File: src/rtl/axis_uart_tx_cfg_if.sv
// AXI-Stream word channel between a source and the UART transmitter.
interface axis_if #(
  parameter int DATA_W = 8
);
  logic [DATA_W-1:0] tdata;
  logic              tvalid;
  logic              tready;

  modport master (output tdata, output tvalid, input tready);
  modport slave  (input tdata, input tvalid, output tready);
endinterface

File: src/rtl/axis_uart_tx_cfg.sv
// AXIS-fed UART transmitter: sync FIFO plus a framer with per-frame baud divisor,
// parity and stop-bit settings captured at the start of every frame.
module axis_uart_tx_cfg #(
  parameter int DATA_W     = 8,
  parameter int FIFO_DEPTH = 16,
  parameter int DIV_W      = 16
) (
  input  logic                          clk,
  input  logic                          rst_n,
  axis_if.slave                         s_axis,
  input  logic [DIV_W-1:0]              baud_div,
  input  logic [1:0]                    parity_mode,
  input  logic                          stop2,
  output logic                          tx,
  output logic                          busy,
  output logic [$clog2(FIFO_DEPTH):0]   fifo_level
);

  localparam int AW = $clog2(FIFO_DEPTH);
  localparam int LW = AW + 1;
  localparam int BW = $clog2(DATA_W);
  localparam logic [LW-1:0] FULL_LVL = LW'(FIFO_DEPTH);
  localparam logic [BW-1:0] LAST_BIT = BW'(DATA_W - 1);

  typedef enum logic [2:0] {
    IDLE, START, DATA, PARITY, STOP1, STOP2
  } state_t;

  // FIFO
  logic [DATA_W-1:0] mem [FIFO_DEPTH];
  logic [AW-1:0]     wr_ptr, rd_ptr;
  logic [LW-1:0]     level, level_nxt;
  logic              full_q;
  logic              push, pop;
  logic [DATA_W-1:0] head;

  // Framer
  state_t            state;
  logic [DIV_W-1:0]  cnt, div_q;
  logic [DATA_W-1:0] shreg;
  logic [BW-1:0]     bit_idx;
  logic              par_en, par_bit, stop2_q;
  logic              tick, last_stop;

  // tready depends only on the registered full flag, so a pop never reopens it in the same cycle
  assign s_axis.tready = !full_q;
  assign push          = s_axis.tvalid && !full_q;
  assign head          = mem[rd_ptr];
  assign fifo_level    = level;
  assign busy          = (state != IDLE) || (level != '0);

  assign tick      = (cnt == '0);
  assign last_stop = tick && (((state == STOP1) && !stop2_q) || (state == STOP2));
  assign pop       = (level != '0) && ((state == IDLE) || last_stop);

  always_comb begin
    level_nxt = level;
    case ({push, pop})
      2'b10:   level_nxt = level + LW'(1);
      2'b01:   level_nxt = level - LW'(1);
      default: level_nxt = level;
    endcase
  end

  always_ff @(posedge clk) begin
    if (push) mem[wr_ptr] <= s_axis.tdata;
  end

  always_ff @(posedge clk or negedge rst_n) begin
    if (!rst_n) begin
      wr_ptr <= '0;
      rd_ptr <= '0;
      level  <= '0;
      full_q <= 1'b0;
    end else begin
      if (push) wr_ptr <= wr_ptr + AW'(1);
      if (pop)  rd_ptr <= rd_ptr + AW'(1);
      level  <= level_nxt;
      full_q <= (level_nxt == FULL_LVL);
    end
  end

  // Each state holds for div_q+1 cycles: the counter reloads on entry and the
  // state advances on the cycle it reads zero.
  always_ff @(posedge clk or negedge rst_n) begin
    if (!rst_n) begin
      state   <= IDLE;
      tx      <= 1'b1;
      cnt     <= '0;
      div_q   <= '0;
      shreg   <= '0;
      bit_idx <= '0;
      par_en  <= 1'b0;
      par_bit <= 1'b0;
      stop2_q <= 1'b0;
    end else if (pop) begin
      // Frame start (from IDLE or straight out of the last stop bit): capture config.
      state   <= START;
      tx      <= 1'b0;
      cnt     <= baud_div;
      div_q   <= baud_div;
      shreg   <= head;
      bit_idx <= '0;
      par_en  <= parity_mode[0] ^ parity_mode[1];
      par_bit <= (^head) ^ (parity_mode == 2'b10);
      stop2_q <= stop2;
    end else if (state != IDLE) begin
      if (!tick) begin
        cnt <= cnt - DIV_W'(1);
      end else begin
        cnt <= div_q;
        case (state)
          START: begin
            state <= DATA;
            tx    <= shreg[0];
            shreg <= shreg >> 1;
          end
          DATA: begin
            if (bit_idx == LAST_BIT) begin
              state <= par_en ? PARITY : STOP1;
              tx    <= par_en ? par_bit : 1'b1;
            end else begin
              bit_idx <= bit_idx + BW'(1);
              tx      <= shreg[0];
              shreg   <= shreg >> 1;
            end
          end
          PARITY: begin
            state <= STOP1;
            tx    <= 1'b1;
          end
          STOP1: begin
            state <= stop2_q ? STOP2 : IDLE;
            tx    <= 1'b1;
          end
          default: begin
            state <= IDLE;
            tx    <= 1'b1;
          end
        endcase
      end
    end
  end

endmodule

File: src/flat_wrapper.sv
// flat-port wrapper written by rule: the top's interface ports become plain ports
module axis_uart_tx_cfg_flat 
#(
  parameter int DATA_W     = 8,
  parameter int FIFO_DEPTH = 16,
  parameter int DIV_W      = 16
)
  (clk, rst_n, baud_div, parity_mode, stop2, tx, busy, fifo_level, s_axis_tdata, s_axis_tvalid, s_axis_tready);
  axis_if #(.DATA_W(DATA_W)) s_axis_i ();
  input  logic clk;
  input  logic rst_n;
  input  logic [DIV_W-1:0] baud_div;
  input  logic [1:0] parity_mode;
  input  logic stop2;
  output logic tx;
  output logic busy;
  output logic [$clog2(FIFO_DEPTH):0] fifo_level;
  input wire logic [$bits(s_axis_i.tdata)-1:0] s_axis_tdata;
  input wire logic [$bits(s_axis_i.tvalid)-1:0] s_axis_tvalid;
  output wire logic [$bits(s_axis_i.tready)-1:0] s_axis_tready;
  assign s_axis_i.tdata = s_axis_tdata;
  assign s_axis_i.tvalid = s_axis_tvalid;
  assign s_axis_tready = s_axis_i.tready;
  axis_uart_tx_cfg #(.DATA_W(DATA_W), .FIFO_DEPTH(FIFO_DEPTH), .DIV_W(DIV_W)) u_core (.clk(clk), .rst_n(rst_n), .s_axis(s_axis_i), .baud_div(baud_div), .parity_mode(parity_mode), .stop2(stop2), .tx(tx), .busy(busy), .fifo_level(fifo_level));
endmodule
File: config.mk
export PLATFORM = sky130hd
export DESIGN_NAME = axis_uart_tx_cfg_flat
export DESIGN_NICKNAME = d
export VERILOG_FILES = /design/src/rtl/axis_uart_tx_cfg_if.sv /design/src/rtl/axis_uart_tx_cfg.sv /design/src/flat_wrapper.sv
export SDC_FILE = /design/constraint.sdc
export NUM_CORES = 1
export LEC_CHECK = 0
export ABC_AREA = 1
export BUFFER_PORTS_ARGS = -buffer_cell sky130_fd_sc_hd__buf_2
export CORE_AREA = 2 2 145 147
export CTS_CLUSTER_SIZE = 40
export DETAILED_ROUTE_END_ITERATION = 10
export DIE_AREA = 0 0 147 149
export PLACE_DENSITY_LB_ADDON = 0.05
export SLEW_MARGIN = 30
export SYNTH_ARGS = -nofsm -noshare
export SYNTH_HDL_FRONTEND = slang
export SYNTH_SLANG_ARGS = --single-unit
File: constraint.sdc
create_clock -name clk -period 2.8 [get_ports clk]
set_input_delay 0.56 -clock clk [delete_from_list [all_inputs] [get_ports clk]]
set_output_delay 0.56 -clock clk [all_outputs]
set_load 0.02 [all_outputs]
==> run metrics, run 1 <==
RSZ-0062 raised after global routing=yes; Layout area overhead=15.64%; Max FO, Critical Path=3; synth warn=0; H-tree depth=4; Syn Area/Cell=9.251 um2; crit-path max cell delay=approximately 400 ps; Setup-failing EPs final=0; CP bufs+invs=4; distinct cell type count after synthesis=41; routability cong.=between 0.7 and 0.8; status=complete, no violations; Post-synth EDFFs=~130; vias in the first global route=between 6000 and 7000; Cell Area, Placed=0.009687 mm2; ANT cells=0; asr flop ratio synth=approximately 33%; DR iter-0 viols=between 300 and 400; CTS tree=yes; layout net count=~1100; Setup crit start kind=flop; multi-input logic area=just over 0.003 mm2; Worst Path Arrival=just over 3000 ps; area of the mapped netlist=between 0.008 and 0.009 mm2; R2R cell count=20; Cell Chain, Critical Path=nor2_4 > nand2_2 > nor3_4 > nand4_4 > o21ai_4 > nand2_2 > inv_4 > ha_4 > buf_4 > nor2_1 > nor2_1 > inv_1 > nor2_1 > inv_1 > nor2_2 > a21oi_1 > o21ai_1 > xor2_1 > nand2_1 > nor2_1; DR WL/cell=~16 um; Seq/Total Area, Yosys=60.64%; Slew Limit Fails=0; most frequent cell after synthesis=nand2_1; worst setup path startpoint=u_core.cnt[3]$_DFFE_PN0P_; site row count=between 50 and 60; DP HPWL=between 10000 and 15000 um; Final min period=2674 ps; port bufs=37; Crit path max-delay family=simple AND/OR/NAND/NOR gates; Post-Syn Instances=971; actual slew at the worst max-slew pin=between 600 and 700 ps; post-layout util=50.53%; largest cells by area after synthesis=edfxtp_1, dfrtp_1, nand2_1, nor2_1, inv_1; clock root buffer=clkbuf_16; initial antenna violation count=0; clk_skew=about 18 ps; I/O Pins=38; final wirelength=21340 um; antenna viol nets, final=0; critical path type=reg2reg; FF-to-FF Start=u_core.cnt[3]$_DFFE_PN0P_; Syn Nets=a little over 1000; layout cell share with drive strength beyond 1=14.07%; max_slew headroom=~54%; final non-filler cell area=roughly 0.010 mm2; Initial Util=between 40 and 50%; Crit. End Element=flop; Die Area=approximately 0.022 mm2; Fin Hold WS=approximately 120 ps; power consumption=7968 uW; final hold vios=0; GRT Total Usage=about a fifth; clk sinks=between 150 and 200; Yosys top cell area share=42.79%; FF/Latch Area=about 0.0054 mm2; fin crit share=between 90% and 100%; max-cap violations=0; CP dominant cell by count=nor2_1; Leak=approximately 0.0046 uW; Hold-fix buffers, CTS=0; FMAX=about 370 MHz; worst-skew pair later-pin latency=~450 ps; GRT overflow=0; Synth top cells by count=nand2_1, edfxtp_1, nor2_1, inv_1, dfrtp_1; Reg2Reg Capture Point=u_core.full_q$_DFF_PN0_; Die Span Y=149 um; Pre-antenna DRT Iters=5; die width=roughly 150 um; filler instances=roughly 1900; CTS buffer count=17; drt via density=a little under 5; Placeable Area=0.02056 mm2; Worst-path clk slew=roughly 80 ps; largest net degree at the start of global routing=44; Pwr per Cell Area=~770 mW/mm2; CP Data Required Time=approximately 3200 ps; R2R Setup Slk=between 100 and 150 ps; total number of vias=6454; Hold WC Path Type=in2async; #FFs+latches synth=192; DRC=0; first-pass GRT wire length=33870 um; ys flop type=edfxtp_1; Max Root-Sink Buffers=2; Worst VDD drop=roughly 400 uV; cell taking the most area after synthesis=edfxtp_1; Slowest-stage cell, CP=dfrtp_1
[what timing repair did]
item,CTS,global route
gates resized for setup,5,4
setup buffers,2,2
endpoints found under the setup margin,1,3
pin swaps,4,8
[cell type report]
| cell class | instances | share of cell area (%) |
|---|---|---|
| Multi-Input combinational cell | 654 | 29.35 |
| Clock buffer | 17 | 4.095 |
| Tap cell | 275 | 3.312 |
| Inverter | 90 | 3.276 |
| Clock inverter | 15 | 1.975 |
| Timing Repair Buffer | 84 | 5.541 |
| Sequential cell | 192 | 52.44 |
[sequential cells by signal (all words and copies together), names as in the netlist]
signal	flops
u_core.mem	128
u_core.cnt	16
u_core.div_q	16
u_core.shreg	8
u_core.fifo_level	5
u_core.rd_ptr	4
u_core.wr_ptr	4
u_core.bit_idx	3
u_core.state	3
u_core.full_q	1
u_core.par_bit	1
u_core.par_en	1
u_core.stop2_q	1
u_core.tx	1
[placed cells by master, fill, tap and decap left out, types with 2 or more instances in the layout]
master,n
nor3_1,4
nand3_1,57
buf_2,37
buf_12,3
xor2_1,12
a31oi_1,14
inv_1,80
nor2_1,125
nor4_1,2
a21oi_1,9
edfxtp_1,128
o21ai_1,8
buf_4,44
inv_2,8
ha_4,2
inv_8,6
a21oi_2,2
ha_1,9
o21ai_2,3
nand2_1,329
o21a_1,2
nor2_2,3
clkbuf_16,17
dfrtp_1,62
inv_6,2
clkinv_8,5
nor2_4,2
xnor2_1,5
o211ai_1,10
o21ai_0,40
nand2_2,2
[per-layer routing]
metal,GRT usage [%],part of all wire [%]
met1,27.56,47
met2,34.11,48
met3,3.394,3.0
met4,6.202,1.9
met5,0,0
[kinds of logic (layout without fill, tap and decap cells)]
logic type / after synthesis / count (layout) / share of synthesized area, %
DFF: 192 / 192 / 60.64
xor gates and xnor gates: 18 / 18 / 1.755
buffers and inverters: 125 / 206 / 6.004
AOI/OAI and AO/OA: 93 / 93 / 6.087
and+or+nand+nor: 530 / 530 / 23.72
muxes: 1 / 1 / 0.1254
adders and majority gates: 12 / 12 / 1.671
[per-stage QoR]
step                setup slack (ps)  setup TNS, ps  cells
global route                  -136.5         -160.7   1327
detailed placement            -36.78         -36.78   1291
CTS                            2.720              0   1325
global placement               17.90              0   1291
finish                         125.6              0   1327
floorplan                     -62.04         -62.04    971
[report_power, final]
part	internal [uW]	leakage, uW	total (uW)	switching, uW
sequential	3410	0.00192	3650	240
combinational	676	0.00240	1770	1100
clock	1310	0.000308	2550	1240
[worst max path at each step]
stage                               to  slack, ps  depth (start not counted)
3_3_place_gp   u_core.full_q$_DFF_PN0_         20                         20
6_report       u_core.full_q$_DFF_PN0_        130                         20
2_1_floorplan  u_core.full_q$_DFF_PN0_        -60                         21
4_1_cts        u_core.full_q$_DFF_PN0_          3                         20
3_5_place_dp   u_core.full_q$_DFF_PN0_        -40                         20
5_1_grt        u_core.full_q$_DFF_PN0_       -140                         20
(Power assumes the default switching activity.)
==> run 2: changes to the inputs <==
--- a/config.mk
+++ b/config.mk
@@ -7,10 +7,12 @@
 export LEC_CHECK = 0
 export ABC_AREA = 1
 export BUFFER_PORTS_ARGS = -buffer_cell sky130_fd_sc_hd__buf_2
-export CORE_AREA = 2 2 145 147
+export CELL_PAD_IN_SITES_DETAIL_PLACEMENT = 0
+export CELL_PAD_IN_SITES_GLOBAL_PLACEMENT = 2
+export CORE_AREA = 2 2 164 166
 export CTS_CLUSTER_SIZE = 40
 export DETAILED_ROUTE_END_ITERATION = 10
-export DIE_AREA = 0 0 147 149
+export DIE_AREA = 0 0 166 168
 export PLACE_DENSITY_LB_ADDON = 0.05
 export SLEW_MARGIN = 30
 export SYNTH_ARGS = -nofsm -noshare
==> run 2 against run 1 <==
  * Flip-flop and latch count unchanged
  * Critical path depth decreased by 1
  * Highest routed layer unchanged
  * Clock power about the same
  * Clock skew increased by 1.8 ps
  * Worst setup slack got worse by 92 ps
  * Largest cell class unchanged
  * Power increased by 0.23%
  * Via count decreased by 2.1%
  * First-iteration DRC count increased by 39%
  * Register-to-register slack got worse by 90 ps
  * Die area increased by 27%
  * Final cell count increased by 5.3%
  * Sequential share of layout area decreased by 0.47 points
==> run metrics, run 2 (same netlist as run 1, synthesis figures left out) <==
status=complete, no violations; FMAX=361.4 MHz (-3.3%); critical path type=reg2reg; CTS buffer count=17 (unchanged); RSZ-0062 raised after global routing=yes; placed cells=1360 (+5.3%); R2R cell count=19 (-5.0%); ANT cells=0 (unchanged); actual slew at the worst max-slew pin=543.8 ps (-135.0 ps); Max FO, Critical Path=3 (unchanged); GRT Total Usage=16.93% (-3.5 points); clock root buffer=clkbuf_16; worst-skew pair later-pin latency=440 ps (about the same); Worst-path clk slew=80 ps (about the same); Max Root-Sink Buffers=2 (unchanged); Top Registers=u_core.mem (128), u_core.cnt (16), u_core.div_q (16); CP Data Required Time=3160 ps (-30 ps); antenna viol nets, final=0 (unchanged); initial antenna violation count=0 (unchanged); Initial Util=34.09% (-9.6 points); clk sinks=192 (unchanged); max_slew headroom=63.75% (+9.4 points); DR WL/cell=16.41 um (+2.0%); Die Span Y=168 um (+13%); DR iter-0 viols=440 (+39%); fin crit share=98.82% (+3.3 points); total number of vias=6321 (-2.1%); Final min period=2767 ps (+92.49 ps); drt via density=4.525 (-7.0%); site row count=60 (+13%); filler instances=2691 (+38%); Crit. End Element=flop; most frequent cells in the layout=nand2_1, edfxtp_1, nor2_1; multi-input logic area=0.003048 mm2 (about the same); Leak=0.004629 uW (+0.12%); post-layout util=39.78% (-11 points); port bufs=37 (unchanged); Hold WC Path Type=in2async; max FFs per register=128 (unchanged); Pre-antenna DRT Iters=5 (unchanged); final hold vios=0 (unchanged); clk_skew=19.79 ps (+1.784 ps); CTS tree=yes; DP HPWL=14930 um (+5.7%); layout net count=1085 (+0.37%); FF/Latch Area=0.005448 mm2 (unchanged); GRT overflow=0 (unchanged); first-pass GRT wire length=35840 um (+5.8%); Largest Register=u_core.mem; I/O Pins=38 (unchanged); Worst VDD drop=410.5 uV (+2.6%); Setup-failing EPs final=0 (unchanged); Layout Cells excl Fill=1397 (+5.3%); Layout area overhead=16.69%; max-cap violations=0 (unchanged); Die Area=0.02789 mm2 (+27%); largest net degree at the start of global routing=67 (+52%); Placeable Area=0.02635 mm2 (+28%); vias in the first global route=6092 (-1.4%); die width=166 um (+13%); DRC=0 (unchanged); Pwr per Cell Area=762.0 mW/mm2 (-0.66%); Slew Limit Fails=0 (unchanged); Worst Path Arrival=3130 ps (+70 ps); most common cell after layout, fill and taps aside=nand2_1; H-tree depth=4 (unchanged); Setup crit start kind=flop; layout cell share with drive strength beyond 1=14.49% (+0.42 points); routability cong.=0.8030 (+6.3%); final wirelength=22920 um (+7.4%)
==> run 2: cell count changes in the layout (fill, tap and decap cells not counted), moves of 2 or more <==
cell / change
buf_4: +6
inv_8: -5
inv_12: +3
inv_2: +2
==> run 2: worst max-delay path: stages, from the launching register on <==
cell	delay, ps
dfrtp_1	390
nor2_2	150
nand2_2	100
nor3_4	270
nand4_4	130
o21ai_2	170
nand2_2	80
inv_2	90
ha_4	170
xor2_4	160
ha_2	200
nor2_2	50
nor2_1	90
inv_1	70
nor2_2	100
a21oi_1	70
o21ai_1	100
xor2_1	190
nand2_1	60
nor2_1	90
==> run 2: where the power goes <==
| part | internal, uW | leakage (uW) | switching [uW] | total (uW) |
|---|---|---|---|---|
| Combinational | 690 | 0.00241 | 1150 | 1840 |
| Sequential | 3410 | 0.00192 | 225 | 3630 |
| Clock | 1230 | 0.000296 | 1290 | 2520 |
| Total | 5330 | 0.00463 | 2660 | 7990 |
==> run 2: final cells by class <==
class	count	share of cell area (%)
Tap cell	341	4.071
Clock inverter	15	1.910
Timing Repair Buffer	88	5.682
Multi-Input combinational cell	654	29.08
Inverter	90	3.223
Clock buffer	17	4.059
Sequential cell	192	51.98
==> run 2: path summary, 6_finish.rpt <==
| path | endpoint | start | slack [ps] |
|---|---|---|---|
| worst min-delay path | u_core.shreg[3]$_DFFE_PN0P_ | rst_n | 120 |
| max in group asynchronous | u_core.full_q$_DFF_PN0_ | rst_n | 2100 |
| worst min register to register | u_core.tx$_DFFE_PN1P_ | u_core.tx$_DFFE_PN1P_ | 470 |
| worst max-delay path | u_core.full_q$_DFF_PN0_ | u_core.cnt[3]$_DFFE_PN0P_ | 30 |
| worst max register to register | u_core.full_q$_DFF_PN0_ | u_core.cnt[3]$_DFFE_PN0P_ | 30 |
| min in group clk | u_core.stop2_q$_DFFE_PN0P_ | stop2 | 330 |
==> run 2: metal layers <==
metal | part of all wire (%) | vias up | global-route usage (%)
met5 | 0 | - | 0
met1 | 51 | 2930 | 25.26
met3 | 3.0 | 8 | 2.868
met4 | 0.65 | 0 | 3.138
met2 | 45 | 85 | 26.18
li1 | - | 3298 | -
==> run 2: what timing repair did <==
| action | CTS | global route |
|---|---|---|
| buffers inserted | 2 | 3 |
| pin swaps | 6 | 7 |
| cloned | 0 | 0 |
| gates resized for setup | 6 | 3 |
| hold buffers | 0 | 0 |
| endpoints found under the setup margin | 1 | 3 |
==> run 2: metrics by stage <==
step | setup slack, ps | power (uW) | TNS [ps] | instance area [um2] | hold slack (ps)
6_report | 33.09 | 7987 | 0 | 10480 | 115.1
3_3_place_gp | 67.25 | 5474 | 0 | 9782 | 453.3
3_5_place_dp | -2.466 | 5466 | -2.466 | 9782 | 458.1
5_1_grt | -240.7 | 8484 | -383.3 | 10480 | 143.7
2_1_floorplan | -62.04 | 4799 | -62.04 | 9004 | 264.4
4_1_cts | 29.23 | 8068 | 0 | 10450 | 114.4
==> run 3: changes to the inputs <==
--- a/config.mk
+++ b/config.mk
@@ -9,10 +9,11 @@
 export BUFFER_PORTS_ARGS = -buffer_cell sky130_fd_sc_hd__buf_2
 export CELL_PAD_IN_SITES_DETAIL_PLACEMENT = 0
 export CELL_PAD_IN_SITES_GLOBAL_PLACEMENT = 2
-export CORE_AREA = 2 2 164 166
+export CORE_AREA = 2 2 150 181
+export CTS_CLUSTER_DIAMETER = 120
 export CTS_CLUSTER_SIZE = 40
 export DETAILED_ROUTE_END_ITERATION = 10
-export DIE_AREA = 0 0 166 168
+export DIE_AREA = 0 0 152 183
 export PLACE_DENSITY_LB_ADDON = 0.05
 export SLEW_MARGIN = 30
 export SYNTH_ARGS = -nofsm -noshare
==> run 3 against run 2 <==
  * First-iteration DRC count down 18%
  * Clock power up 2%
  * Fmax up 1.9%
  * Register-to-register slack better by 50 ps
  * Critical path depth unchanged
  * Sequential share of layout area down 0.14 points
  * Global-route usage up 0.35 points
==> run metrics, run 3 (same netlist as run 1, synthesis figures left out) <==
status=complete, no violations; Layout area overhead=16.99%; Post-Place Setup Slack=14.39 ps (+16.86 ps); Cell Area, Placed=0.009834 mm2 (+0.54%); CTS tree=yes; Largest Register=u_core.mem; Die Span Y=183 um (+8.9%); port bufs=37 (unchanged); GRT Total Usage=17.29% (+0.35 points); actual slew at the worst max-slew pin=487.5 ps (-56.27 ps); final non-filler cell area=0.01051 mm2 (+0.26%); Max FO, Critical Path=2 (-1); Clock power frac=32.0% (+0.4 points); Worst-path clk slew=70 ps (about the same); final hold vios=0 (unchanged); Final min period=2716 ps (-50.73 ps); GRT overflow=0 (unchanged); Top Registers=u_core.mem (128), u_core.cnt (16), u_core.div_q (16); Crit path max-delay family=simple AND/OR/NAND/NOR gates; first-pass GRT wire length=36510 um (+1.9%); Cell Chain, Critical Path=nor2_2 > nand2_2 > nor3_4 > nand4_4 > o21ai_2 > nand2_2 > inv_2 > ha_4 > xor2_2 > ha_2 > nor2_4 > nor2_2 > inv_2 > nor2_2 > a21oi_1 > o21ai_1 > xor2_1 > nand2_1 > nor2_1; Max Root-Sink Buffers=2 (unchanged); max FFs per register=128 (unchanged); I/O Pins=38 (unchanged); max_slew headroom=67.50% (+3.8 points); critical path type=reg2reg; vias in the first global route=6298 (+3.4%); Pre-antenna DRT Iters=5 (unchanged); Setup WS post-layout=83.82 ps (+50.73 ps); worst-skew pair later-pin latency=430 ps (about the same); largest net degree at the start of global routing=48 (-28%); Crit. End Element=flop; DR WL/cell=16.47 um (+0.36%); Sw Share=31.10% (-2.2 points); DRC=0 (unchanged); routability cong.=0.7640 (-4.9%); Setup-failing EPs final=0 (unchanged); Flop pwr share=45.2% (-0.3 points); Worst Path Arrival=3090 ps (-40 ps); internal power=5501 uW (+3.2%); Initial Util=34.41% (+0.32 points); antenna viol nets, final=0 (unchanged); Fin Hold WS=81.30 ps (-33.77 ps); Setup crit start kind=flop; FMAX=368.2 MHz (+1.9%); RSZ-0062 raised after global routing=yes; Hold WC Path Type=in2async; CTS buffer count=17 (unchanged); post-layout util=40.25% (+0.48 points); max-cap violations=0 (unchanged); Hold-fix buffers, CTS=0 (unchanged); CP Data Required Time=3170 ps (about the same); ANT cells=0 (unchanged); most frequent cells in the layout=nand2_1, edfxtp_1, nor2_1; clk_skew=10.10 ps (-9.689 ps); layout net count=1092 (+0.65%); clock root buffer=clkbuf_16; CP dominant cell by count=nor2_2; CP bufs+invs=2 (unchanged); fin crit share=97.01% (-1.8 points); total number of vias=6373 (+0.82%); Slowest-stage cell, CP=dfrtp_1; Placeable Area=0.02611 mm2 (-0.93%); Slew Limit Fails=0 (unchanged); site row count=65 (+8.3%); die width=152 um (-8.4%); switching pwr=2483 uW (-6.6%); DP HPWL=15190 um (+1.8%); H-tree depth=4 (unchanged); crit-path max cell delay=390 ps (about the same); clk sinks=192 (unchanged); Worst VDD drop=433.8 uV (+5.7%); layout cell share with drive strength beyond 1=15.15% (+0.66 points); DR iter-0 viols=362 (-18%); Die Area=0.02782 mm2 (-0.26%); Combinational Power Share=22.8% (-0.2 points); Pwr per Cell Area=759.8 mW/mm2 (-0.30%); final wirelength=23020 um (+0.43%); power consumption=7984 uW (about the same); Leak=0.004674 uW (+0.98%); drt via density=4.559 (+0.75%); most common cell after layout, fill and taps aside=nand2_1; initial antenna violation count=0 (unchanged)
==> run 3: cell count changes in the layout (fill, tap and decap cells not counted), sizes merged <==
| cell | before | now |
|---|---|---|
| buf | 88 | 95 |
| bufinv | 0 | 1 |
| clkinv | 9 | 4 |
| clkbuf | 17 | 22 |
| clkinvlp | 1 | 0 |
==> run 3: worst register-to-register path, stage by stage (launching register included) <==
cell,delay (ps)
dfrtp_1,390
nor2_2,150
nand2_2,90
nor3_4,250
nand4_4,110
o21ai_2,170
nand2_2,90
inv_2,90
ha_4,150
xor2_2,160
ha_2,220
nor2_4,40
nor2_2,80
inv_2,40
nor2_2,110
a21oi_1,70
o21ai_1,100
xor2_1,190
nand2_1,70
nor2_1,90
==> run 3: path summary, 6_finish.rpt <==
check | from | to | slack [ps] | depth (start not counted)
worst max-delay path | u_core.cnt[3]$_DFFE_PN0P_ | u_core.full_q$_DFF_PN0_ | 80 | 19
worst min-delay path | rst_n | u_core.fifo_level[1]$_DFF_PN0_ | 80 | 1
worst max register to register | u_core.cnt[3]$_DFFE_PN0P_ | u_core.full_q$_DFF_PN0_ | 80 | 19
worst min register to register | u_core.tx$_DFFE_PN1P_ | u_core.tx$_DFFE_PN1P_ | 470 | 2
max in group asynchronous | rst_n | u_core.tx$_DFFE_PN1P_ | 2010 | 2
min in group clk | baud_div[1] | u_core.div_q[1]$_DFFE_PN0P_ | 340 | 3
==> run 3: layout make-up <==
cell class	instances	area, um2
clock buffer	22	506.7
clock inverter	10	112.6
fill	2647	15600
inverter	90	337.8
multi-input combinational	654	3037
sequential	192	5448
tap	335	419.2
timing repair buffer	95	648.1
==> run 3: power by group through the flow <==
stage	Clock (uW)	Combinational, uW	Sequential [uW]
after floorplan	0	1100	3700
after global placement	0	1840	3660
after detailed placement	0	1820	3670
after CTS	2630	1840	3610
after global routing	2740	2090	3650
final	2560	1820	3610
==> run 3: through the flow <==
stage / TNS (ps) / cells
after detailed placement: 0 / 1362
final: 0 / 1398
after global routing: -167.1 / 1398
after CTS: 0 / 1396
after floorplan: -62.04 / 971
after global placement: 0 / 1362
==> run 3: metal layers <==
metal	vias up	routed length (um)	track usage, %
met1	2976	10320	22.03
li1	3316	-	-
met2	68	11990	30.81
met3	13	474	2.741
met5	-	0	0
met4	0	231	4.336
==> run 3: what timing repair did <==
| item | CTS | global route |
|---|---|---|
| setup buffers | 2 | 2 |
| pin swaps | 4 | 11 |
| endpoints found under the setup margin | 1 | 2 |
| gates resized for setup | 1 | 8 |
